**config.mk**
```make
export PLATFORM = sky130hd
export DESIGN_NAME = ctrl_mem_server
export DESIGN_NICKNAME = d
export VERILOG_FILES = /design/src/rtl/ctrl_pkg.sv /design/src/rtl/ctrl_mem_array.sv /design/src/rtl/ctrl_mem_server.sv
export SDC_FILE = /design/constraint.sdc
export NUM_CORES = 1
export LEC_CHECK = 0
export CAP_MARGIN = 20
export CORE_UTILIZATION = 50
export CTS_BUF_LIST = sky130_fd_sc_hd__clkbuf_2
export DETAILED_ROUTE_END_ITERATION = 6
export PLACE_DENSITY = 0.67
export SETUP_SLACK_MARGIN = 0.3
export SYNTH_ARGS = -nofsm -noshare
export SYNTH_HDL_FRONTEND = slang
export SYNTH_SLANG_ARGS = --single-unit
```
**constraint.sdc**
```tcl
create_clock -name i_clk -period 3 [get_ports i_clk]
set_input_delay 0.6 -clock i_clk [delete_from_list [all_inputs] [get_ports i_clk]]
set_output_delay 0.6 -clock i_clk [all_outputs]
set_load 0.05 [all_outputs]
```
**src/rtl/ctrl_pkg.sv**
```systemverilog
// ctrl_pkg: shared controller types, instruction word layout and memory server FSM states.
package ctrl_pkg;
  typedef enum logic [2:0] {ADD, SUB, NEG, AND, OR, NOT, SHR, SHL} opc_t;
  typedef struct packed {
    opc_t       opcode;
    logic [3:0] reg_a;
    logic [3:0] reg_b;
    logic [4:0] cnt;
  } instr_t;
  localparam int OFFSET = 16;
  typedef enum logic [1:0] {ST_IDLE, ST_WAIT, ST_RESP} mem_state_t;
endpackage

```
**src/rtl/ctrl_mem_array.sv**
```systemverilog
// ctrl_mem_array: DEPTH x DW single-write-port RAM with registered, enable-gated read.
module ctrl_mem_array #(
  parameter int AW    = 5,
  parameter int DEPTH = 32,
  parameter int DW    = 16
) (
  input  logic          i_clk,
  input  logic          i_rst_n,
  input  logic          i_we,
  input  logic [AW-1:0] i_waddr,
  input  logic [DW-1:0] i_wdata,
  input  logic          i_re,
  input  logic [AW-1:0] i_raddr,
  output logic [DW-1:0] o_rdata
);
  logic [DW-1:0] r_mem [DEPTH];
  always_ff @(posedge i_clk) begin
    if (i_we) r_mem[i_waddr] <= i_wdata;
  end
  // Read register holds between reads; it returns pre-edge contents on a same-edge write.
  always_ff @(posedge i_clk or negedge i_rst_n) begin
    if (!i_rst_n) o_rdata <= '0;
    else if (i_re) o_rdata <= r_mem[i_raddr];
  end
endmodule

```
**src/rtl/ctrl_mem_server.sv**
```systemverilog
// ctrl_mem_server: REQ/ACK instruction/result memory with programmable wait states and preload port.
module ctrl_mem_server
  import ctrl_pkg::*;
#(
  parameter int AW      = 5,
  parameter int DEPTH   = 32,
  parameter int DW      = 16,
  parameter int LATENCY = 2
) (
  input  logic          i_clk,
  input  logic          i_rst_n,
  input  logic          i_req,
  input  logic          i_we,
  input  logic [AW-1:0] i_addr,
  input  logic [DW-1:0] i_wdata,
  output logic          o_ack,
  output logic [DW-1:0] o_rdata,
  output logic          o_err,
  output logic          o_busy,
  input  logic          i_ld_en,
  input  logic [AW-1:0] i_ld_addr,
  input  logic [DW-1:0] i_ld_data
);
  localparam logic [3:0] LAT_LAST = 4'(LATENCY);
  mem_state_t    r_state, w_next;
  logic [3:0]    r_cnt;
  logic          r_we, r_zero, r_ack, r_err, r_busy;
  logic [AW-1:0] r_addr;
  logic [DW-1:0] r_wdata, w_arr_rdata, w_arr_wdata;
  logic [AW-1:0] w_arr_waddr;
  logic          w_cap, w_commit, w_oor, w_ld_ok, w_arr_we, w_rd;
  // The edge leaving RESP samples REQ like IDLE so back-to-back requests lose no cycle.
  always_comb begin
    w_cap       = (r_state == ST_IDLE || r_state == ST_RESP) && i_req;
    w_commit    = (r_state == ST_WAIT) && (r_cnt == LAT_LAST);
    w_next      = w_commit ? ST_RESP : (w_cap || r_state == ST_WAIT) ? ST_WAIT : ST_IDLE;
    w_oor       = 32'(r_addr) >= 32'(DEPTH);
    w_ld_ok     = i_ld_en && (32'(i_ld_addr) < 32'(DEPTH));
    w_arr_we    = w_ld_ok || (w_commit && r_we && !w_oor);
    w_arr_waddr = w_ld_ok ? i_ld_addr : r_addr;
    w_arr_wdata = w_ld_ok ? i_ld_data : r_wdata;
    w_rd        = w_commit && !r_we && !w_oor;
  end
  always_ff @(posedge i_clk or negedge i_rst_n) begin
    if (!i_rst_n) r_state <= ST_IDLE;
    else r_state <= w_next;
  end
  always_ff @(posedge i_clk or negedge i_rst_n) begin
    if (!i_rst_n) begin
      r_cnt   <= '0;
      r_we    <= 1'b0;
      r_addr  <= '0;
      r_wdata <= '0;
      r_zero  <= 1'b0;
      r_ack   <= 1'b0;
      r_err   <= 1'b0;
      r_busy  <= 1'b0;
    end else begin
      r_cnt  <= w_cap ? 4'd0 : (r_state == ST_WAIT) ? r_cnt + 4'd1 : r_cnt;
      r_ack  <= w_commit;
      r_err  <= w_commit && w_oor;
      r_busy <= w_next != ST_IDLE;
      if (w_cap) begin
        r_we    <= i_we;
        r_addr  <= i_addr;
        r_wdata <= i_wdata;
      end
      if (w_commit && !r_we) r_zero <= w_oor;
    end
  end
  ctrl_mem_array #(.AW(AW), .DEPTH(DEPTH), .DW(DW)) u_array (
    .i_clk   (i_clk),
    .i_rst_n (i_rst_n),
    .i_we    (w_arr_we),
    .i_waddr (w_arr_waddr),
    .i_wdata (w_arr_wdata),
    .i_re    (w_rd),
    .i_raddr (r_addr),
    .o_rdata (w_arr_rdata)
  );
  assign o_ack   = r_ack;
  assign o_err   = r_err;
  assign o_busy  = r_busy;
  assign o_rdata = r_zero ? '0 : w_arr_rdata;
endmodule
```
==> impl_metrics.py <==
metrics = {
    "status": {
        "status": "complete, no violations",
    },
    "setup_path": {
        "worst-path-buf-inv": 1,
        "max_stage_delay_ns": 0.53,
        "worstPathCellList": "clkdlybuf4s15_1",
        "cp-end-kind": "output port",
        "regToRegEndpoint": "u_array.r_mem[28][7]",
        "path_delay_family": "buffers and inverters",
        "arrival_ns": 2.04,
        "rrSetupSlack_ns": 0.45,
        "cp_slowest_cell": "clkdlybuf4s15_1",
        "worstRegToRegCells": 6,
        "crit_fanout": 2,
        "worst_setup_path_start_kind": "flop",
        "worstReg2RegStart": "o_ack",
        "crit_type": "flop to output port",
        "crit_required_ns": 2.40,
    },
    "power": {
        "p_per_area_nw_per_um2": 928,
        "irDropWorstVdd_uv": 552,
        "leakage_nw": 9.19,
    },
    "global_route": {
        "grt_overflow": 0,
        "grt_antenna_before_repair": 1,
        "grt_pass1_wl_um": 75800,
        "grt_pass1_vias": 12282,
        "grt_max_degree": 50,
        "grt.total_usage": 0.234,
    },
    "final_layout": {
        "area_delta_synth_final_pct": 13.5,
        "drive_above_1_share": 0.248,
        "instances_no_fill": 2112,
        "nNetsFinal": 1472,
    },
    "detailed_routing": {
        "drt-initial-drc-count": 1260,
        "routed_wl_um": 51500,
        "num_vias": 12055,
        "firstDrtPassIters": 5,
        "final_antenna_net_count": 0,
        "wire_per_inst_um": 24.4,
        "via_per_inst": 5.71,
        "drc": 0,
    },
    "sta": {
        "grt_setup_unrepaired": "true",
        "setup_viol": 0,
        "min_period_ns": 2.64,
        "worst_pin_slew_ns": 1.01,
        "hold_viol_final": 0,
        "setup-tns-final_ns": 0,
        "slew_violations": 0,
        "holdWs_ns": 0.120,
        "fin_worst_skew_ns": 0.0733,
        "fmax_mhz": 379,
        "finalCritPeriodShare": 0.879,
        "relSlewSlack": 0.323,
    },
    "die": {
        "initial_core_util": 0.511,
        "dieArea_um2": 45200,
        "die_w_um": 212,
        "core_area_um2": 43400,
        "rows": 76,
        "design.portCount": 66,
        "fp.dieH_um": 212,
    },
    "yosys": {
        "synth_edf_count": 512,
        "async_flop_share": 0.0808,
        "synth_top_area_share": 0.694,
        "synthMostInstantiatedCell": "edfxtp_1",
        "synth_top_cells_by_count": "512 x edfxtp_1, 258 x mux2i_1, 64 x a22oi_1",
        "ys_warn_count": 0,
        "synth_fp_nets": 1274,
        "synth_area_um2": 22200,
        "syn_avg_cell_area_um2": 18.1,
        "seq_area_frac_synth": 0.745,
        "synthCells": 1225,
        "yosys.area.top_type": "edfxtp_1",
        "yosys-top-cells-area": "edfxtp_1 69%, mux2i_1 12%, dfrtp_1 5.1%, a22oi_1 2.2%, mux2_2 2.0%",
        "ys_ff_latch": 557,
        "ys.flop_type": "edfxtp_1",
        "synth_cell_types": 32,
    },
    "clock_tree": {
        "cts.sinks": 557,
        "cts_tree": "yes",
        "clk_pin_slew_ns": 0.11,
        "h-tree-depth": 4,
        "cts_made_buffers": 139,
        "cts_buffer_depth": 3,
        "cts-root-buf": "clkbuf_2",
        "clk-insertion-delay-late_ns": 1.08,
    },
    "worst_hold_path": {
        "hold_class": "primary input to flop",
        "hp-start": "i_wdata[6]",
        "holdPathStages": 2,
        "hold_path_end": "r_wdata[6]",
    },
    "placed_design": {
        "portBuffers": 64,
        "place_congestion": 0.867,
        "place_inst": 1863,
        "hpwl_um": 31600,
    },
    "flow_run": {
        "drv_cap": 0,
    },
}
[cells in the final DEF, fill, tap and decap left out, types with 2 or more instances in the layout]
cell / synthesis / layout
edfxtp_1: 512 / 512
mux2i_1: 258 / 258
clkbuf_2: 0 / 211
a22oi_1: 64 / 64
buf_4: 17 / 52
clkdlybuf4s50_1: 0 / 45
dfrtp_1: 45 / 44
mux2_2: 39 / 39
nor2_1: 38 / 37
a22o_1: 32 / 32
a21oi_1: 32 / 32
nand2_1: 29 / 29
clkinv_1: 0 / 21
o22ai_1: 20 / 20
a221oi_1: 17 / 17
o41ai_2: 16 / 16
a221oi_2: 15 / 15
buf_12: 1 / 14
dlygate4sd2_1: 0 / 8
bufinv_16: 0 / 7
nand2b_1: 7 / 6
inv_2: 0 / 6
inv_1: 4 / 4
or2_2: 3 / 3
dlygate4sd3_1: 0 / 3
clkdlybuf4s15_2: 0 / 3
clkdlybuf4s15_1: 0 / 3
nor2b_1: 5 / 2
a32oi_1: 2 / 2
nor2b_4: 0 / 2
xor2_1: 2 / 2
o21ai_0: 2 / 2
ha_1: 2 / 2
clkinv_2: 0 / 2
[kinds of logic (layout without fill, tap and decap cells)]
group           count (synthesis)  in the layout  synth area share
simple gates                   85             85            0.0172
buf+inv                        81            382            0.0224
xor+xnor                        2              2          0.000791
other cells                     1              2          0.000169
flops                         557            557             0.745
mux                           297            297             0.136
fa+ha+maj                       2              2           0.00113
compound gates                200            200            0.0771
[worst max path at each step]
| stage | cells after the start | endpoint | from | slack, ns |
|---|---|---|---|---|
| floorplan | 6 | u_array.r_mem[25][0] | o_ack | 0.18 |
| global placement | 7 | u_array.r_mem[24][2] | i_ld_en | 0.22 |
| detailed placement | 7 | u_array.r_mem[28][12] | i_ld_en | 0.17 |
| CTS | 1 | o_rdata[6] | u_array.o_rdata[6] | 0.24 |
| global route | 1 | o_rdata[6] | u_array.o_rdata[6] | 0.26 |
| finish | 1 | o_rdata[6] | u_array.o_rdata[6] | 0.36 |
[area by class of cell]
| type | instances | area, um^2 |
|---|---|---|
| Clock buffer | 207 | 1040 |
| Timing Repair Buffer | 134 | 1340 |
| Clock inverter | 37 | 329 |
| Antenna cell | 1 | 2.50 |
| Tap cell | 585 | 732 |
| Sequential cell | 557 | 16500 |
| Multi-Input combinational cell | 587 | 5190 |
| Inverter | 4 | 15.0 |
| Fill cell | 3394 | 18200 |
[power breakdown]
group	internal [mW]	leakage [nW]	total [mW]	switching, mW
combinational	2.83	3.01	7.96	5.13
sequential	9.63	5.16	10.0	0.406
clock	2.43	1.03	5.34	2.90
total	14.9	9.19	23.3	8.44
[flip-flops by register name, summed over array words and instances, names as in the netlist]
name	cells
r_we	1
r_state	1
o_ack	1
r_addr	5
u_array.r_mem	512
r_wdata	16
o_busy	1
u_array.o_rdata	16
r_cnt	4
[layer usage]
metal  vias to the layer above  part of all wire  global-route usage
met5                         -                 0                   0
met4                         0             0.020              0.0772
met2                       494              0.47               0.366
met3                        77             0.077              0.0637
met1                      6093              0.43               0.319
li1                       5391                 -                   -
[per-stage QoR]
step / setup WS [ns] / util / total power, mW / area, um^2
3_5_place_dp: 0.175 / 0.548 / 18.2 / 23700
5_1_grt: 0.264 / 0.580 / 24.3 / 25100
6_report: 0.364 / 0.580 / 23.3 / 25100
2_1_floorplan: 0.177 / - / 15.4 / 22200
4_1_cts: 0.241 / 0.580 / 23.4 / 25100
3_3_place_gp: 0.223 / 0.548 / 18.0 / 23700
[timing repair]
item,CTS,global route
buffers inserted,0,1
hold buffers,3,0
endpoints found under the hold margin,27,0
setup endpoints to repair,18,11
resized for setup,28,7
(Power assumes the default switching activity.)
